**config.mk**
```make
export PLATFORM = sky130hd
export DESIGN_NAME = control_campos_edicion
export DESIGN_NICKNAME = d
export VERILOG_FILES = /design/src/rtl/control_campos_edicion.sv
export SDC_FILE = /design/constraint.sdc
export NUM_CORES = 1
export LEC_CHECK = 0
export ABC_CLOCK_PERIOD_IN_PS = 5800
export CAP_MARGIN = 20
export CORE_ASPECT_RATIO = 1.1
export CORE_MARGIN = 2
export CORE_UTILIZATION = 40
export DETAILED_ROUTE_END_ITERATION = 7
export PLACE_DENSITY = 0.61
export SKIP_CTS_REPAIR_TIMING = 1
export SYNTH_ARGS = -nofsm -noshare
export SYNTH_HDL_FRONTEND = slang
export SYNTH_SLANG_ARGS = --single-unit
export TNS_END_PERCENT = 1
```
**constraint.sdc**
```tcl
create_clock -name clk -period 5.8 [get_ports clk]
set_clock_uncertainty 0.2 [all_clocks]
set_input_delay 1.16 -clock clk [delete_from_list [all_inputs] [get_ports clk]]
set_output_delay 1.16 -clock clk [all_outputs]
set_load 0.01 [all_outputs]
```
**src/rtl/control_campos_edicion.sv**
```systemverilog
// control_campos_edicion: edit-mode controller for the time/date/timer BCD counters.
// Owns the field selector en_count and the one-cycle enUP/enDOWN step commands
// decoded by every field counter; turns debounced button levels into field
// navigation and step commands.
// Optional feature macro: AUTOREPEAT_EN (hold-to-auto-repeat on up/down).
// Without it, each up/down press gives exactly one step.
module control_campos_edicion #(
    parameter int unsigned NUM_FIELDS = 9,
    parameter int unsigned HOLD_CYC   = 50_000_000,
    parameter int unsigned REP_CYC    = 10_000_000
) (
    input  logic       clk,
    input  logic       reset,
    input  logic       edit_en,
    input  logic       btn_left,
    input  logic       btn_right,
    input  logic       btn_up,
    input  logic       btn_down,
    output logic [3:0] en_count,
    output logic       enUP,
    output logic       enDOWN,
    output logic       edit_active
);

    localparam logic [3:0] FIRST_FIELD = 4'd1;
    localparam logic [3:0] LAST_FIELD  = 4'(NUM_FIELDS);

    // Reject configurations the field encoding or the cadence cannot express
    if (NUM_FIELDS < 1 || NUM_FIELDS > 15 || HOLD_CYC < 2 || REP_CYC < 2) begin : g_bad_param
        $error("control_campos_edicion: NUM_FIELDS must be 1..15, HOLD_CYC and REP_CYC at least 2");
    end

`ifdef AUTOREPEAT_EN
    localparam int unsigned MAX_CYC = (HOLD_CYC > REP_CYC) ? HOLD_CYC : REP_CYC;
    localparam int unsigned CNT_W   = (MAX_CYC > 2) ? $clog2(MAX_CYC) : 1;
    localparam logic [CNT_W-1:0] HOLD_LAST = CNT_W'(HOLD_CYC - 1);
    localparam logic [CNT_W-1:0] REP_LAST  = CNT_W'(REP_CYC - 1);

    typedef enum logic [2:0] {
        IDLE    = 3'd0,
        RELEASE = 3'd1,
        WAIT    = 3'd2,
        DELAY   = 3'd3,
        REPEAT  = 3'd4
    } state_t;
`else
    typedef enum logic [1:0] {
        IDLE    = 2'd0,
        RELEASE = 2'd1,
        WAIT    = 2'd2
    } state_t;
`endif

    state_t     state_q;
    state_t     state_d;
    logic [3:0] en_count_d;
    logic       up_d;
    logic       down_d;
    logic       edit_active_d;
    logic [2:0] btn_cnt;
    logic       any_btn;
    logic       multi_btn;

`ifdef AUTOREPEAT_EN
    logic [CNT_W-1:0] cnt_q;
    logic [CNT_W-1:0] cnt_d;
    logic             held_up_q;
    logic             held_up_d;
    logic             held_btn;
    logic             other_btn;
    logic [CNT_W-1:0] cnt_last;
`endif

    // Button population: none / exactly one / conflicting
    always_comb begin
        btn_cnt   = 3'(btn_left) + 3'(btn_right) + 3'(btn_up) + 3'(btn_down);
        any_btn   = (btn_cnt != 3'd0);
        multi_btn = (btn_cnt > 3'd1);
    end

    // Next state and next registered outputs
    always_comb begin
        state_d    = state_q;
        en_count_d = en_count;
        up_d       = 1'b0;
        down_d     = 1'b0;
`ifdef AUTOREPEAT_EN
        cnt_d     = cnt_q;
        held_up_d = held_up_q;
        held_btn  = held_up_q ? btn_up : btn_down;
        other_btn = btn_left | btn_right | (held_up_q ? btn_down : btn_up);
        cnt_last  = (state_q == DELAY) ? HOLD_LAST : REP_LAST;
`endif

        if (!edit_en) begin
            state_d    = IDLE;
            en_count_d = 4'd0;
`ifdef AUTOREPEAT_EN
            cnt_d = '0;
`endif
        end else begin
            unique case (state_q)
                IDLE: begin
                    en_count_d = FIRST_FIELD;
                    state_d    = RELEASE;
                end
                RELEASE: begin
                    if (!any_btn) begin
                        state_d = WAIT;
                    end
                end
                WAIT: begin
                    if (multi_btn) begin
                        state_d = RELEASE;
                    end else if (btn_right) begin
                        en_count_d = (en_count == LAST_FIELD) ? FIRST_FIELD : en_count + 4'd1;
                        state_d    = RELEASE;
                    end else if (btn_left) begin
                        en_count_d = (en_count == FIRST_FIELD) ? LAST_FIELD : en_count - 4'd1;
                        state_d    = RELEASE;
                    end else if (btn_up || btn_down) begin
                        up_d   = btn_up;
                        down_d = btn_down;
`ifdef AUTOREPEAT_EN
                        held_up_d = btn_up;
                        cnt_d     = '0;
                        state_d   = DELAY;
`else
                        state_d = RELEASE;
`endif
                    end
                end
`ifdef AUTOREPEAT_EN
                DELAY, REPEAT: begin
                    if (other_btn) begin
                        cnt_d   = '0;
                        state_d = RELEASE;
                    end else if (!held_btn) begin
                        cnt_d   = '0;
                        state_d = WAIT;
                    end else if (cnt_q == cnt_last) begin
                        up_d    = held_up_q;
                        down_d  = !held_up_q;
                        cnt_d   = '0;
                        state_d = REPEAT;
                    end else begin
                        cnt_d = cnt_q + CNT_W'(1);
                    end
                end
`endif
                default: begin
                    state_d    = IDLE;
                    en_count_d = 4'd0;
                end
            endcase
        end

        edit_active_d = (state_d != IDLE);
    end

    // State and output registers, synchronous active-low reset
    always_ff @(posedge clk) begin
        if (!reset) begin
            state_q     <= IDLE;
            en_count    <= 4'd0;
            enUP        <= 1'b0;
            enDOWN      <= 1'b0;
            edit_active <= 1'b0;
        end else begin
            state_q     <= state_d;
            en_count    <= en_count_d;
            enUP        <= up_d;
            enDOWN      <= down_d;
            edit_active <= edit_active_d;
        end
    end

`ifdef AUTOREPEAT_EN
    // Repeat counter and remembered direction of the held button
    always_ff @(posedge clk) begin
        if (!reset) begin
            cnt_q     <= '0;
            held_up_q <= 1'b0;
        end else begin
            cnt_q     <= cnt_d;
            held_up_q <= held_up_d;
        end
    end
`endif

endmodule

```
======== Yosys cells after proc, flatten, opt, wreduce, memory -nomap -nowiden ========
Cells that the tools add are included.
word-level totals
  bits in registers ....................... 9
  bits of input ports ..................... 7
  output and inout bits ................... 7
  logic and storage cells ................. 42
operators by class
  add/sub/neg operators ................... 5
  $lt $le $gt $ge ......................... 1
  eq/ne operators ......................... 6
  mux-type cells .......................... 13
  bitwise logic cells ..................... 5
  reduce and logical (&&, ||, !) cells .... 7
operator list
  kind                 number
  $mux 4               5
  $mux 2               6
  $pmux 4 s3           1
  $reduce_or 7->1      1
  $pmux 2 s3           1
  $not 1->1            5
  $add 4x1->4 const B  1
  $eq 4x1->1 const B   1
  $eq 4x4->1 const B   1
  $sub 4x1->4 const B  1
  $add 2x1->3          1
  $add 3x1->3          1
  $gt 3x1->1 const B   1
  $ne 3x3->1 const B   1
  $reduce_and 3->1     1
  $reduce_bool 3->1    1
  $add 1x1->2          1
  $eq 2x1->1 const B   1
  $eq 2x2->1 const B   1
  $logic_not 2->1      1
  $ne 2x2->1 const B   1
  $reduce_and 2->1     1
  $reduce_bool 2->1    1
  $logic_or 1x1->1     1

======== Logic depth before layout (Yosys ltp) ========
  word-level depth ........................ 8
  mapped depth ............................ 11
  mapped depth without buffers ............ 10

======== Least setup slack after synthesis ========
Ideal clock, no wire load.
  kind .................................... input port to flip-flop
  start point ............................. in btn_right
  end point ............................... reg state_q[0]
  setup time .............................. 0.121 ns
  arrival time ............................ 2.890 ns
  data required time ...................... 5.479 ns
  setup slack ............................. 2.589 ns
  stages on the path ...................... 10
  buffers on the path ..................... 1
  path through ............................ buf_6 inv_1 fa_1 inv_1 ha_1 inv_1 ha_1 or4b_4 o21bai_1 a21oi_1
on the way
  cells in the longest elaborated chain, start to end .. 7
  elaborated cells between the ends (all ways) .. 10
  classes of those cells .................. add/sub (3); order compare (1); mux (5); reduce/logical (1)
RTL lines
  what                                                    line      source
  from (decl)                                             16        input logic btn_right,
  $add 1x1->2                                             76        btn_cnt = 3'(btn_left) + 3'(btn_right) + 3'(btn_up) + 3'(btn_down);
  $add 2x1->3                                             76
  $add 3x1->3                                             76
  $gt 3x1->1 / $reduce_bool 3->1 (equally long branches)  78, 77
  $mux 2, on equally long branches                        113, 108
  $pmux 2 s3 *                                            102       unique case (state_q)
  $mux 2 *                                                95        if (!edit_en) begin
  to (signal assigned)                                    170       state_q <= state_d;
  to (decl)                                               54        state_t state_q;
Mark *: on every way between the ends. The rest lies on a longest branch, timed or not.
A chain may end at the register's enable or synchronous reset.

======== Worst setup path after layout ========
Same ends and word-level chain as after synthesis.

==> out/qor.csv <==
metric,value,unit
Top delay family on crit path,buffers and inverters,
Max Fclk,0.270,GHz
post-synth cell types,34,
CP Launch Type,input pin,
drt wl/cell,11.9,um
root buf cell,clkbuf_4,
minimum clock period,3.71,ns
area share of the largest cell type after synthesis,0.271,
crit path buf inv count,4,
Max-slew headroom,0.791,
Cells after Synth,78,
leak pwr,0.000346,uW
ys flop type,dfxtp_1,
FILL cells,143,
I/O Buffers,13,
largest net degree at the start of global routing,10,
vias per cell,5.24,
final setup TNS,0,ns
buffer depth of the longest clock path,2,
syn nets,93,
Starting Density,0.427,
Die Area,0.00200,mm2
Layout Nets,109,
Setup-failing EPs final,0,
Detailed Routing Iterations Pass 1,4,
Max-cap violations,0,
HPWL after DPL,1.02,mm
worst slew pin tran,0.312,ns
antenna violations before repair,0,
first-pass GRT wire length,2.15,mm
gr usage total,0.147,
worst path cell trace,clkdlybuf4s50_1 -> inv_1 -> fa_1 -> inv_1 -> ha_1 -> inv_1 -> ha_1 -> or4b_4 -> o21bai_1 -> a21oi_1,
CTS buffer count,3,
Hold Path Depth,1,
antenna diode count,0,
"Clk Latency, worst-skew pair",0.26,ns
Cell Pwr Density,175,mW/mm2
Synth top cells by count,"inv_1, dfxtp_1, a21oi_1",
Critical-path top delay cell,clkdlybuf4s50_1,
max incr delay on CP,0.65,ns
Post-synth EDFFs,0,
Die Span Y,46.7,um
core area,0.00156,mm2
final-report max-slew violation count,0,
mapped cell area,664,um2
crit path capture type,register,
"Reg clk slew, reported paths",0.06,ns
Crit path depth,10,
Routed Antenna Nets,0,
"area leader, netlist",dfxtp_1,
Placer Congestion,0.847,
YS warnings,0,
number of I/O pins,14,
clk sink count,9,
vias in the first global route,490,
most numerous cell in the Yosys netlist,inv_1,
"Seq/Total Area, Yosys",0.271,
Die Span X,42.9,um
Via Count,576,
final worst-path cycle share,0.639,
worst path required time,5.74,ns
final hold viol count,0,
synth-to-layout area growth,24.3,%
RSZ-0062 raised after global routing,false,
Synth area leaders,"dfxtp_1, ha_1, a21oi_1",
Routed WL,1.31,mm
FF-to-FF path depth,5,
GRT Residual Overflow,0,
Yosys reg bits,9,
HP Class,reg2reg,
VDD IR max,0.150,mV
outcome,"complete, no violations",
# rows,15,
CP Data Arrival Time,3.65,ns
crit path kind,in2reg,
"Avg Cell Area, Syn",8.52,um2
CTS H-Tree Depth,1,
worst-path maximum fanout,9,
crit-path most repeated cell,inv_1,
ratio of cells with drive above 1 in the final layout,0.118,
CTS tree,done,
drt drc,0,
post-synthesis async set-or-reset flop share,0,
Post-Route Utilization,0.530,
drt initial violations,9,
[final timing paths]
kind | start | to | slack [ns]
min | state_q[0] | edit_active | 0.32
min reg2reg | state_q[0] | edit_active | 0.32
max | btn_right | state_q[0] | 2.09
max reg2reg | en_count[0] | en_count[3] | 4.07
[report_power, final]
part           leakage [uW]  internal [uW]  total (uW)  switching, uW
Clock             0.0000150           26.5        48.4           21.9
Sequential        0.0000733           63.2        65.3           2.04
Combinational      0.000258           15.6        31.2           15.6
Total              0.000346            105         145           39.6
[area by class of cell]
type                       count  area, um2  share of cell area
inverter                      10       37.5              0.0455
clock buffer                   4       26.3              0.0318
sequential                     9        180               0.218
tap                           17       21.3              0.0258
multi-input combinational     57        430               0.521
timing repair buffer          13        130               0.158
[cells in the final DEF (no fill, tap or decap), types with 2 or more instances in the layout]
master / instances
and3_1: 2
ha_1: 7
clkdlybuf4s50_1: 13
o311ai_1: 2
nand2b_1: 4
nor2_1: 3
a21oi_1: 8
o211ai_1: 2
nand2_1: 6
dfxtp_1: 9
nor4_1: 2
inv_1: 10
clkbuf_4: 3
[registers in the layout, summed over array words and instances (netlist names)]
name,count
edit_active,1
enDOWN,1
enUP,1
en_count,4
state_q,2
[through the flow]
| step | cell area, um2 | std cells | setup slack [ns] | total power (uW) | hold slack [ns] |
|---|---|---|---|---|---|
| after global placement | 800 | 106 | 1.89 | 97.5 | 0.319 |
| after detailed placement | 800 | 106 | 1.81 | 98.1 | 0.315 |
| after global routing | 826 | 110 | 1.98 | 154 | 0.366 |
| final | 826 | 110 | 2.09 | 145 | 0.324 |
| after floorplan | 664 | 78 | 2.59 | 88.3 | 0.279 |
| after CTS | 826 | 110 | 2.08 | 147 | 0.328 |
[cells by family after synthesis]
kind of cell    synth area share
xor+xnor                  0.0132
flops                      0.271
buf+inv                   0.0810
compound gates             0.215
fa+ha+maj                  0.162
simple gates               0.258
[routing by layer]
layer	vias to the layer above	routed length, um	track usage
li1	300	-	-
met1	257	650	0.193
met2	17	559	0.221
met3	2	81	0.0577
met4	0	15	0.0563
met5	-	0	0
Note: power is estimated with default switching activity, not from simulation.
